<file path="src/rtl/serial_addsub_pkg.sv">
// Shared types and sizing helpers for the serial adder/subtractor.
package serial_addsub_pkg;

    typedef enum logic [1:0] {
        IDLE,
        RUN,
        DONE
    } state_e;

    localparam logic MODE_ADD = 1'b0;
    localparam logic MODE_SUB = 1'b1;

    function automatic int num_digits(int width, int digit);
        return width / digit;
    endfunction

    function automatic int cnt_width(int width, int digit);
        return $clog2(width / digit + 1);
    endfunction

endpackage

</file>
<file path="src/rtl/serial_addsub_if.sv">
// Operand and result valid/ready channels of serial_addsub.
interface serial_addsub_if #(
    parameter int WIDTH = 8
);
    logic             in_valid;
    logic             in_ready;
    logic [WIDTH-1:0] a;
    logic [WIDTH-1:0] b;
    logic             mode;
    logic             out_valid;
    logic             out_ready;
    logic [WIDTH-1:0] result;
    logic             cb;
    logic             ovf;

    modport master (
        output in_valid, a, b, mode, out_ready,
        input  in_ready, out_valid, result, cb, ovf
    );

    modport slave (
        input  in_valid, a, b, mode, out_ready,
        output in_ready, out_valid, result, cb, ovf
    );
endinterface

</file>
<file path="src/rtl/serial_addsub_digit_addsub.sv">
// Combinational DIGIT-bit ripple of full-adder cells.
module digit_addsub #(
    parameter int DIGIT = 1
) (
    input  logic [DIGIT-1:0] x,
    input  logic [DIGIT-1:0] y,
    input  logic             cin,
    output logic [DIGIT-1:0] s,
    output logic             cout
);
    always_comb begin : ripple
        logic c;
        // NOTE: blocking assignments here so each cell sees the carry the
        // previous cell just produced within the same evaluation.
        c = cin;
        s = '0;
        for (int i = 0; i < DIGIT; i++) begin
            s[i] = x[i] ^ y[i] ^ c;
            c    = (x[i] & y[i]) | (c & (x[i] ^ y[i]));
        end
        cout = c;
    end
endmodule

</file>
<file path="src/rtl/serial_addsub.sv">
// Multi-cycle add/subtract, DIGIT bits per cycle LSB first.
// Define SERIAL_ADDSUB_SAT_EN for unsigned saturation of the result.
module serial_addsub
    import serial_addsub_pkg::*;
#(
    parameter int WIDTH = 8,
    parameter int DIGIT = 1
) (
    input  logic           clk,
    input  logic           rst,
    serial_addsub_if.slave bus
);
    localparam int N  = num_digits(WIDTH, DIGIT);
    localparam int CW = cnt_width(WIDTH, DIGIT);

    if (WIDTH < 2 || (WIDTH % DIGIT) != 0) begin : g_param_check
        $error("serial_addsub: WIDTH must be >= 2 and a multiple of DIGIT");
    end

    state_e           state_q, state_d;
    logic [WIDTH-1:0] a_q, a_d, b_q, b_d, res_q, res_d;
    logic [CW-1:0]    cnt_q, cnt_d;
    logic             carry_q, carry_d;
    logic             mode_q, mode_d;
    logic             sign_a_q, sign_a_d;
    logic             sign_b_q, sign_b_d;
    logic [DIGIT-1:0] dig_sum;
    logic             dig_cout;
    logic             cb_raw, ovf_raw, done;
    logic [WIDTH-1:0] res_out;

    digit_addsub #(.DIGIT(DIGIT)) u_digit (
        .x    (a_q[DIGIT-1:0]),
        .y    (b_q[DIGIT-1:0]),
        .cin  (carry_q),
        .s    (dig_sum),
        .cout (dig_cout)
    );

    // NOTE: non-blocking assignments for every register so all state
    // updates see the pre-edge values regardless of statement order.
    always_ff @(posedge clk or posedge rst) begin
        if (rst) begin
            state_q  <= IDLE;
            a_q      <= '0;
            b_q      <= '0;
            res_q    <= '0;
            cnt_q    <= '0;
            carry_q  <= 1'b0;
            mode_q   <= MODE_ADD;
            sign_a_q <= 1'b0;
            sign_b_q <= 1'b0;
        end else begin
            state_q  <= state_d;
            a_q      <= a_d;
            b_q      <= b_d;
            res_q    <= res_d;
            cnt_q    <= cnt_d;
            carry_q  <= carry_d;
            mode_q   <= mode_d;
            sign_a_q <= sign_a_d;
            sign_b_q <= sign_b_d;
        end
    end

    always_comb begin
        // NOTE: every target gets a default first so no path leaves one
        // unassigned, which would otherwise infer a latch.
        state_d  = state_q;
        a_d      = a_q;
        b_d      = b_q;
        res_d    = res_q;
        cnt_d    = cnt_q;
        carry_d  = carry_q;
        mode_d   = mode_q;
        sign_a_d = sign_a_q;
        sign_b_d = sign_b_q;
        unique case (state_q)
            IDLE: begin
                if (bus.in_valid) begin
                    a_d      = bus.a;
                    b_d      = (bus.mode == MODE_SUB) ? ~bus.b : bus.b;
                    carry_d  = bus.mode;
                    mode_d   = bus.mode;
                    cnt_d    = '0;
                    res_d    = '0;
                    sign_a_d = bus.a[WIDTH-1];
                    sign_b_d = b_d[WIDTH-1];
                    state_d  = RUN;
                end
            end
            RUN: begin
                a_d     = a_q >> DIGIT;
                b_d     = b_q >> DIGIT;
                carry_d = dig_cout;
                res_d   = (res_q >> DIGIT) | (WIDTH'(dig_sum) << (WIDTH - DIGIT));
                cnt_d   = cnt_q + CW'(1);
                if (cnt_q == CW'(N - 1)) begin
                    state_d = DONE;
                end
            end
            DONE: begin
                if (bus.out_ready) begin
                    state_d = IDLE;
                end
            end
            default: state_d = IDLE;
        endcase
    end

    // Outputs are gated by DONE so a partial RUN result is never visible.
    assign done    = (state_q == DONE);
    assign cb_raw  = (mode_q == MODE_SUB) ? ~carry_q : carry_q;
    assign ovf_raw = (sign_a_q == sign_b_q) && (res_q[WIDTH-1] != sign_a_q);

`ifdef SERIAL_ADDSUB_SAT_EN
    assign res_out = cb_raw ? ((mode_q == MODE_ADD) ? '1 : '0) : res_q;
`else
    assign res_out = res_q;
`endif

    assign bus.in_ready  = (state_q == IDLE) && !rst;
    assign bus.out_valid = done;
    assign bus.result    = done ? res_out : '0;
    assign bus.cb        = done & cb_raw;
    assign bus.ovf       = done & ovf_raw;

endmodule

</file>
<file path="src/flat_wrapper.sv">
// flat-port wrapper written by rule: the top's interface ports become plain ports
module serial_addsub_flat import serial_addsub_pkg::*;
#(
    parameter int WIDTH = 8,
    parameter int DIGIT = 1
)
  (clk, rst, bus_in_valid, bus_a, bus_b, bus_mode, bus_out_ready, bus_in_ready, bus_out_valid, bus_result, bus_cb, bus_ovf);
  serial_addsub_if #(.WIDTH(WIDTH)) bus_i ();
  input  logic clk;
  input  logic rst;
  input wire logic [$bits(bus_i.in_valid)-1:0] bus_in_valid;
  input wire logic [$bits(bus_i.a)-1:0] bus_a;
  input wire logic [$bits(bus_i.b)-1:0] bus_b;
  input wire logic [$bits(bus_i.mode)-1:0] bus_mode;
  input wire logic [$bits(bus_i.out_ready)-1:0] bus_out_ready;
  output wire logic [$bits(bus_i.in_ready)-1:0] bus_in_ready;
  output wire logic [$bits(bus_i.out_valid)-1:0] bus_out_valid;
  output wire logic [$bits(bus_i.result)-1:0] bus_result;
  output wire logic [$bits(bus_i.cb)-1:0] bus_cb;
  output wire logic [$bits(bus_i.ovf)-1:0] bus_ovf;
  assign bus_i.in_valid = bus_in_valid;
  assign bus_i.a = bus_a;
  assign bus_i.b = bus_b;
  assign bus_i.mode = bus_mode;
  assign bus_i.out_ready = bus_out_ready;
  assign bus_in_ready = bus_i.in_ready;
  assign bus_out_valid = bus_i.out_valid;
  assign bus_result = bus_i.result;
  assign bus_cb = bus_i.cb;
  assign bus_ovf = bus_i.ovf;
  serial_addsub #(.WIDTH(WIDTH), .DIGIT(DIGIT)) u_core (.clk(clk), .rst(rst), .bus(bus_i));
endmodule
</file>
<file path="config.mk">
export PLATFORM = sky130hd
export DESIGN_NAME = serial_addsub_flat
export DESIGN_NICKNAME = d
export VERILOG_FILES = /design/src/rtl/serial_addsub_pkg.sv /design/src/rtl/serial_addsub_if.sv /design/src/rtl/serial_addsub_digit_addsub.sv /design/src/rtl/serial_addsub.sv /design/src/flat_wrapper.sv
export SDC_FILE = /design/constraint.sdc
export NUM_CORES = 1
export LEC_CHECK = 0
export BUFFER_PORTS_ARGS = -buffer_cell sky130_fd_sc_hd__buf_2
export CAP_MARGIN = 20
export CORE_AREA = 4 4 64 60
export CTS_CLUSTER_DIAMETER = 120
export DETAILED_ROUTE_END_ITERATION = 8
export DIE_AREA = 0 0 68 64
export HOLD_SLACK_MARGIN = 0.05
export PLACE_DENSITY = 0.83
export SYNTH_ARGS = -nofsm -noshare
export SYNTH_HDL_FRONTEND = slang
export SYNTH_SLANG_ARGS = --single-unit
</file>
<file path="constraint.sdc">
create_clock -name clk -period 1.5 [get_ports clk]
set_input_delay 0.15 -clock clk [delete_from_list [all_inputs] [get_ports clk]]
set_output_delay 0.15 -clock clk [all_outputs]
set_load 0.1 [all_outputs]
</file>
==> results of run 1 <==
==> per-stage QoR <==
stage	worst slack, ns	utilization	setup TNS [ns]	cell area (um^2)
finish	-0.139	0.684	-2.00	2220
global route	-0.192	0.684	-3.53	2220
CTS	-0.144	0.673	-1.36	2190
detailed placement	0.0841	0.637	0	2070
global placement	0.137	0.637	0	2070
floorplan	-0.298	-	-3.01	1670
==> worst max-delay path: cells and delay by family, from the launching register on <==
| kind | cells | cell delay, ns |
|---|---|---|
| buffers and inverters | 2 | 0.33 |
| flip-flops | 1 | 0.38 |
| AND/OR/NAND/NOR | 2 | 0.43 |
==> what timing repair did <==
action                                 4_1_cts  5_1_grt
cloned                                       1        0
setup endpoints to repair                   12       26
endpoints found under the hold margin       37        0
setup buffers                                2        2
hold buffers                                 3        0
pin swaps                                    0       10
gates resized for setup                      4        5
==> power by group through the flow <==
stage	Combinational (mW)	Sequential [mW]	Clock, mW
after CTS	1.71	1.58	0.504
after global routing	1.98	1.63	0.552
after detailed placement	1.65	1.60	0
after floorplan	1.24	1.55	0
after global placement	1.58	1.59	0
final	1.77	1.59	0.504
==> flip-flops by register name, indices dropped and copies added, names as in the netlist <==
| name | flops |
|---|---|
| u_core.state_q | 2 |
| u_core.mode_q | 1 |
| u_core.cnt_q | 4 |
| u_core.b_q | 8 |
| u_core.sign_a_q | 1 |
| u_core.carry_q | 1 |
| u_core.a_q | 8 |
| u_core.res_out | 8 |
| u_core.sign_b_q | 1 |
==> placed cells by master, fill, tap and decap left out, drive strengths merged <==
cell | Yosys | final
a21oi | 10 | 10
a221o | 6 | 6
a22oi | 1 | 1
and2 | 8 | 8
buf | 9 | 45
clkbuf | 0 | 6
clkinvlp | 0 | 2
dfrtp | 34 | 34
dlygate4sd3 | 0 | 3
fa | 1 | 1
ha | 1 | 1
inv | 11 | 10
mux2i | 1 | 1
nand2 | 34 | 34
nand2b | 1 | 1
nand3 | 10 | 10
nand3b | 1 | 1
nand4 | 1 | 1
nor2 | 8 | 8
nor2b | 1 | 1
nor3 | 1 | 1
nor3b | 1 | 1
o21a | 1 | 1
o21ai | 5 | 5
o21bai | 1 | 1
o221ai | 1 | 1
o22ai | 7 | 7
or2b | 1 | 1
or3 | 1 | 1
or3b | 1 | 1
xnor2 | 7 | 7
xor2 | 2 | 2
==> final cells by class <==
cell class,count,area share
inverters,11,0.0202
flip-flops and latches,34,0.382
repair inverters,1,0.00337
well taps,44,0.0247
multi-input cells,113,0.329
clock buffers,6,0.0231
repair buffers,48,0.217
==> synth_stat cells, types with 2 or more instances <==
master	instances	area (um^2)
a21oi_1	10	50.1
a221o_1	6	60.1
and2_1	8	50.1
buf_2	6	30.0
buf_6	2	22.5
dfrtp_1	34	851
inv_1	11	41.3
nand2_1	34	128
nand3_1	4	20.0
nand3_2	6	60.1
nor2_1	8	30.0
o21ai_0	5	25.0
o22ai_1	7	43.8
xnor2_1	7	61.3
xor2_1	2	17.5
==> logic make-up (layout without fill, tap and decap cells) <==
kind of cell / count (synthesis) / after routing
simple gates: 69 / 69
flops: 34 / 34
compound gates: 32 / 32
buf+inv: 20 / 66
xor+xnor: 9 / 9
fa+ha+maj: 2 / 2
mux: 1 / 1
==> worst min path at each step <==
stage,start,slack [ns],end,cells after the start
finish,bus_b[7],0.10,u_core.sign_b_q,4
global route,bus_a[4],0.09,u_core.a_q[4],3
CTS,bus_b[7],0.1,u_core.sign_b_q,4
detailed placement,rst,0.28,u_core.cnt_q[3],3
global placement,rst,0.28,u_core.cnt_q[0],3
floorplan,bus_out_ready,0.26,u_core.state_q[1],1
==> layer usage <==
layer	vias up	share of wire	wire length (um)
met5	-	0	0
met4	0	0.015	51
met3	5	0.053	180
met2	33	0.48	1630
met1	629	0.45	1520
li1	652	-	-
==> summary.md, run 1 <==
| Metric | Value |
|---|---|
| CTS HTree Levels | `2` |
| CP arrival | `1.49 ns` |
| Syn nets | `190` |
| Fillers | `242` |
| Largest family of logic cells by synthesized area | `simple AND/OR/NAND/NOR gates` |
| Final Power | `3.86 mW` |
| Max Fclk | `610 MHz` |
| Post-Synth Adder-Cell Area | `0.0199` |
| Max Slew Vio Count | `0` |
| NumNets Final | `237` |
| Internal | `2.29 mW` |
| Root Buffer | `clkbuf_4` |
| Max FO, Critical Path | `4` |
| Clock latency on the worst-skew pair | `0.34 ns` |
| # DRC | `0` |
| Port bufs | `32` |
| RR Endpoint | `u_core.carry_q` |
| Tightest Pin Transition | `0.419 ns` |
| Vias per inst | `5.13` |
| Finished Layout Cells | `257` |
| Status | `complete, but fails checks` |
| Share of cells above drive strength 1 | `0.343` |
| Met3 Use GR | `0.0598` |
| Total Routing Usage GR | `0.173` |
| CTS tree | `built` |
| Die X | `68 um` |
| Die ar. | `4350 um^2` |
| Pre-antenna DRT Iters | `4` |
| WS Path Type | `flip-flop to output pin` |
| Top FF cell, synth | `dfrtp_1` |
| Endpoint class of the critical path | `output pin` |
| Switching Share | `0.406` |
| Num rows | `20` |
| Cell area after synthesis | `1640 um^2` |
| Power Dens Cells | `1740 nW/um^2` |
| Clock Skew | `0.00817 ns` |
| Die span in y | `64 um` |
| Diode count | `0` |
| RSZ-0062 raised after global routing | `yes` |
| Number of max-cap violations | `0` |
| CTS sink cnt | `34` |
| Area Overhead vs Synth | `36.0%` |
| Yosys cell types | `32` |
| Xor-xnor portion of the synthesized cell area | `0.0482` |
| Sequential power share | `0.411` |
| First-pass GRT wire length | `5620 um` |
| Crit path capture | `bus_cb` |
| Post-synthesis sequential area ratio | `0.520` |
| Routed WL | `3380 um` |
| Fin crit share | `1.09` |
| Logic pwr share | `0.459` |
| Routed wire per std cell | `13.2 um` |
| Hold crit path type | `input pin to flip-flop` |
| GRT overflow | `0` |
| Via count | `1,319` |
| CTS clk-pin slew, worst paths | `0.10 ns` |
| M1 GR Usage | `0.231` |
| Mux contribution to synthesized area | `0.00612` |
| GP Congestion | `0.770` |
| Post-DP HPWL | `2330 um` |
| Post-synthesis compound-gate area fraction | `0.129` |
| Max-Slew Margin vs Limit | `0.721` |
| Final setup viols | `28` |
| R2r startpoint | `u_core.state_q[0]` |
| Reg area | `851 um^2` |
| Critical-path top delay cell | `dfrtp_1` |
| Clock power frac | `0.130` |
| Yosys warns | `0` |
| Fin crit period | `1.64 ns` |
| Starting Density | `0.503` |
| Post-Syn Instances | `167` |
| Post-DRT Antenna Nets | `0` |
| Multi-input gate area | `732 um^2` |
| Gr busiest metal | `met2` |
| Iteration-0 DRC Markers | `38` |
| Post-Synth Simple-Gate Area | `0.215` |
| IO Pins | `33` |
| Placed cell count | `243` |
| CP startpoint kind | `flip-flop` |
| Core region area | `3250 um^2` |
| Worst Path Required | `1.35 ns` |
| Vias in the first global route | `1,213` |
| CP peak stage delay | `0.38 ns` |
| Grt met2 use | `0.259` |
| Largest net degree at the start of global routing | `35` |
| Hold slack | `0.102 ns` |
| Critical path startpoint | `u_core.state_q[1]` |
| Leakage | `1.07 nW` |
| CTS buffer count | `5` |
| Post-synth EDFFs | `0` |
| PnR worst setup slack | `-0.139 ns` |
| Cells along the critical path | `or2b_4 -> buf_4 -> nor2_4 -> buf_12` |
| #FFs+latches synth | `34` |
| Worst reg2reg path depth | `5` |
| Mapped Avg Cell Area | `9.79 um^2` |
| Sw power | `1.57 mW` |
| Fin. Hold Viols | `0` |
| CTS Buffer Depth | `2` |
| Fraction of registers with async set or reset after synthesis | `1.00` |
| Initial antenna violation count | `0` |
| Register-to-Register Setup Slack | `-0.09 ns` |
| Worst VDD drop | `0.848 mV` |
| Failing checks | `setup timing` |
Note: power is estimated with default switching activity, not from simulation.
==> inputs of run 2 (changes only) <==
==> constraint.sdc (replaced) <==
create_clock -name clk -period 1.5 [get_ports clk]
set_input_delay 0.225 -clock clk [delete_from_list [all_inputs] [get_ports clk]]
set_output_delay 0.225 -clock clk [all_outputs]
set_load 0.1 [all_outputs]
==> summary.md, run 2 (same netlist as run 1, synthesis figures left out) <==
| Metric | Value |
|---|---|
| Status | `complete, but fails checks` |
| Failing checks | `setup timing` |
| Via count | `1,344 (+1.9%)` |
| CTS clk-pin slew, worst paths | `0.09 ns (about the same)` |
| Max FO, Critical Path | `3 (-1)` |
| Power Dens Cells | `1720 nW/um^2 (-0.79%)` |
| CTS HTree Levels | `2 (unchanged)` |
| CP startpoint kind | `flip-flop` |
| Die span in y | `64 um (unchanged)` |
| Number of max-cap violations | `0 (unchanged)` |
| Diode count | `0 (unchanged)` |
| Leakage | `1.06 nW (-0.29%)` |
| Clock Skew | `0.00470 ns (-0.00348 ns)` |
| IO Pins | `33 (unchanged)` |
| Final setup TNS | `-2.04 ns (-0.0379 ns)` |
| Max Fclk | `582 MHz (-4.7%)` |
| Iteration-0 DRC Markers | `67 (+76%)` |
| Fin crit period | `1.72 ns (+0.0801 ns)` |
| CTS sink cnt | `34 (unchanged)` |
| Hold crit path type | `input pin to flip-flop` |
| Tightest Pin Transition | `0.411 ns (-0.00732 ns)` |
| Max Slew Vio Count | `0 (unchanged)` |
| Largest net degree at the start of global routing | `35 (unchanged)` |
| Fin crit share | `1.15 (+0.0534)` |
| CTS buffer count | `5 (unchanged)` |
| Pre-CTS WS | `0.0586 ns (-0.0255 ns)` |
| CTS Buffer Depth | `2 (unchanged)` |
| WS Path Type | `flip-flop to output pin` |
| Worst Path Required | `1.27 ns (-0.08 ns)` |
| Final setup viols | `12 (-57%)` |
| Root Buffer | `clkbuf_4` |
| Starting Density | `0.503 (unchanged)` |
| Fin. Hold Viols | `0 (unchanged)` |
| Max-Slew Margin vs Limit | `0.726 (+0.00488)` |
| Vias per inst | `5.21 (+1.5%)` |
| Die X | `68 um (unchanged)` |
| PnR worst setup slack | `-0.219 ns (-0.0801 ns)` |
| Placed cell count | `245 (+0.82%)` |
| NumNets Final | `237 (unchanged)` |
| Routed WL | `3450 um (+2.0%)` |
| Post-DRT Antenna Nets | `0 (unchanged)` |
| Num rows | `20 (unchanged)` |
| Clock latency on the worst-skew pair | `0.34 ns (about the same)` |
| Most frequent cells in the layout | `34 x nand2_1, 34 x dfrtp_1, 20 x buf_2` |
| Worst VDD drop | `1.01 mV (+19%)` |
| First-pass GRT wire length | `5750 um (+2.3%)` |
| Port bufs | `32 (unchanged)` |
| Post-DP HPWL | `2410 um (+3.3%)` |
| GP Congestion | `0.778 (+1.0%)` |
| GRT overflow | `0 (unchanged)` |
| Endpoint class of the critical path | `output pin` |
| Initial antenna violation count | `0 (unchanged)` |
| CTS tree | `built` |
| Die ar. | `4350 um^2 (unchanged)` |
| Core region area | `3250 um^2 (unchanged)` |
| Total Routing Usage GR | `0.179 (+0.00597)` |
| Pre-antenna DRT Iters | `4 (unchanged)` |
| Share of cells above drive strength 1 | `0.350 (+0.00774)` |
| Area Overhead vs Synth | `36.0% (unchanged)` |
| Hold slack | `0.0870 ns (-0.0148 ns)` |
| Routed wire per std cell | `13.4 um (+1.6%)` |
| Finished Layout Cells | `258 (+0.39%)` |
| Layout Utilization | `0.684 (unchanged)` |
| CP arrival | `1.49 ns (about the same)` |
| Vias in the first global route | `1,285 (+5.9%)` |
| # DRC | `0 (unchanged)` |
| RSZ-0062 raised after global routing | `yes` |
==> run 2: final cells by class <==
cell class | count | area, um^2
tap | 44 | 55.1
timing repair buffer | 47 | 467
multi-input combinational | 114 | 754
sequential | 34 | 851
fill | 266 | 1030
clock buffer | 7 | 45.0
inverter | 11 | 45.0
timing repair inverter | 1 | 7.51
==> run 2: worst max-delay path: stages, from the launching register on <==
cell     delay [ns]
dfrtp_1        0.39
or2b_4         0.29
buf_6          0.14
a21oi_4        0.14
buf_12         0.19
==> run 2: repair_timing <==
action | in CTS | in global routing
setup endpoints to repair | 12 | 26
gates resized for setup | 7 | 4
hold endpoints to repair | 34 | 0
hold buffers | 1 | 0
buffers inserted | 3 | 0
pin swaps | 2 | 3
cloned | 1 | 1
==> run 2: final timing paths <==
path | startpoint | end | slack [ns] | cells past startpoint
min in group asynchronous | rst | u_core.cnt_q[1] | 0.56 | 4
setup reg to reg | u_core.state_q[0] | u_core.a_q[4] | 0.06 | 4
hold / removal | bus_out_ready | u_core.state_q[1] | 0.09 | 2
setup / recovery | u_core.state_q[0] | bus_ovf | -0.22 | 4
hold reg to reg | u_core.a_q[7] | u_core.a_q[7] | 0.49 | 2
max in group asynchronous | rst | u_core.res_out[3] | 0.64 | 4
==> run 2: per-stage QoR <==
| stage | instance area, um^2 | power [mW] |
|---|---|---|
| 2_1_floorplan | 1670 | 2.78 |
| 3_3_place_gp | 2090 | 3.19 |
| 3_5_place_dp | 2090 | 3.27 |
| 4_1_cts | 2200 | 3.80 |
| 5_1_grt | 2220 | 4.14 |
| 6_report | 2220 | 3.83 |
==> run 2: per-layer routing <==
metal,track usage,routed length [um],vias up
met1,0.229,1410,643
met4,0.0968,70,0
li1,-,-,653
met5,0,0,-
met2,0.277,1750,41
met3,0.0422,222,7
==> run 2: power by group <==
group          total (mW)  switching [mW]  leakage (nW)  internal, mW
sequential           1.59           0.275         0.423          1.32
combinational        1.79            1.02         0.614         0.772
clock               0.448           0.271        0.0254         0.176
total                3.83            1.57          1.06          2.27
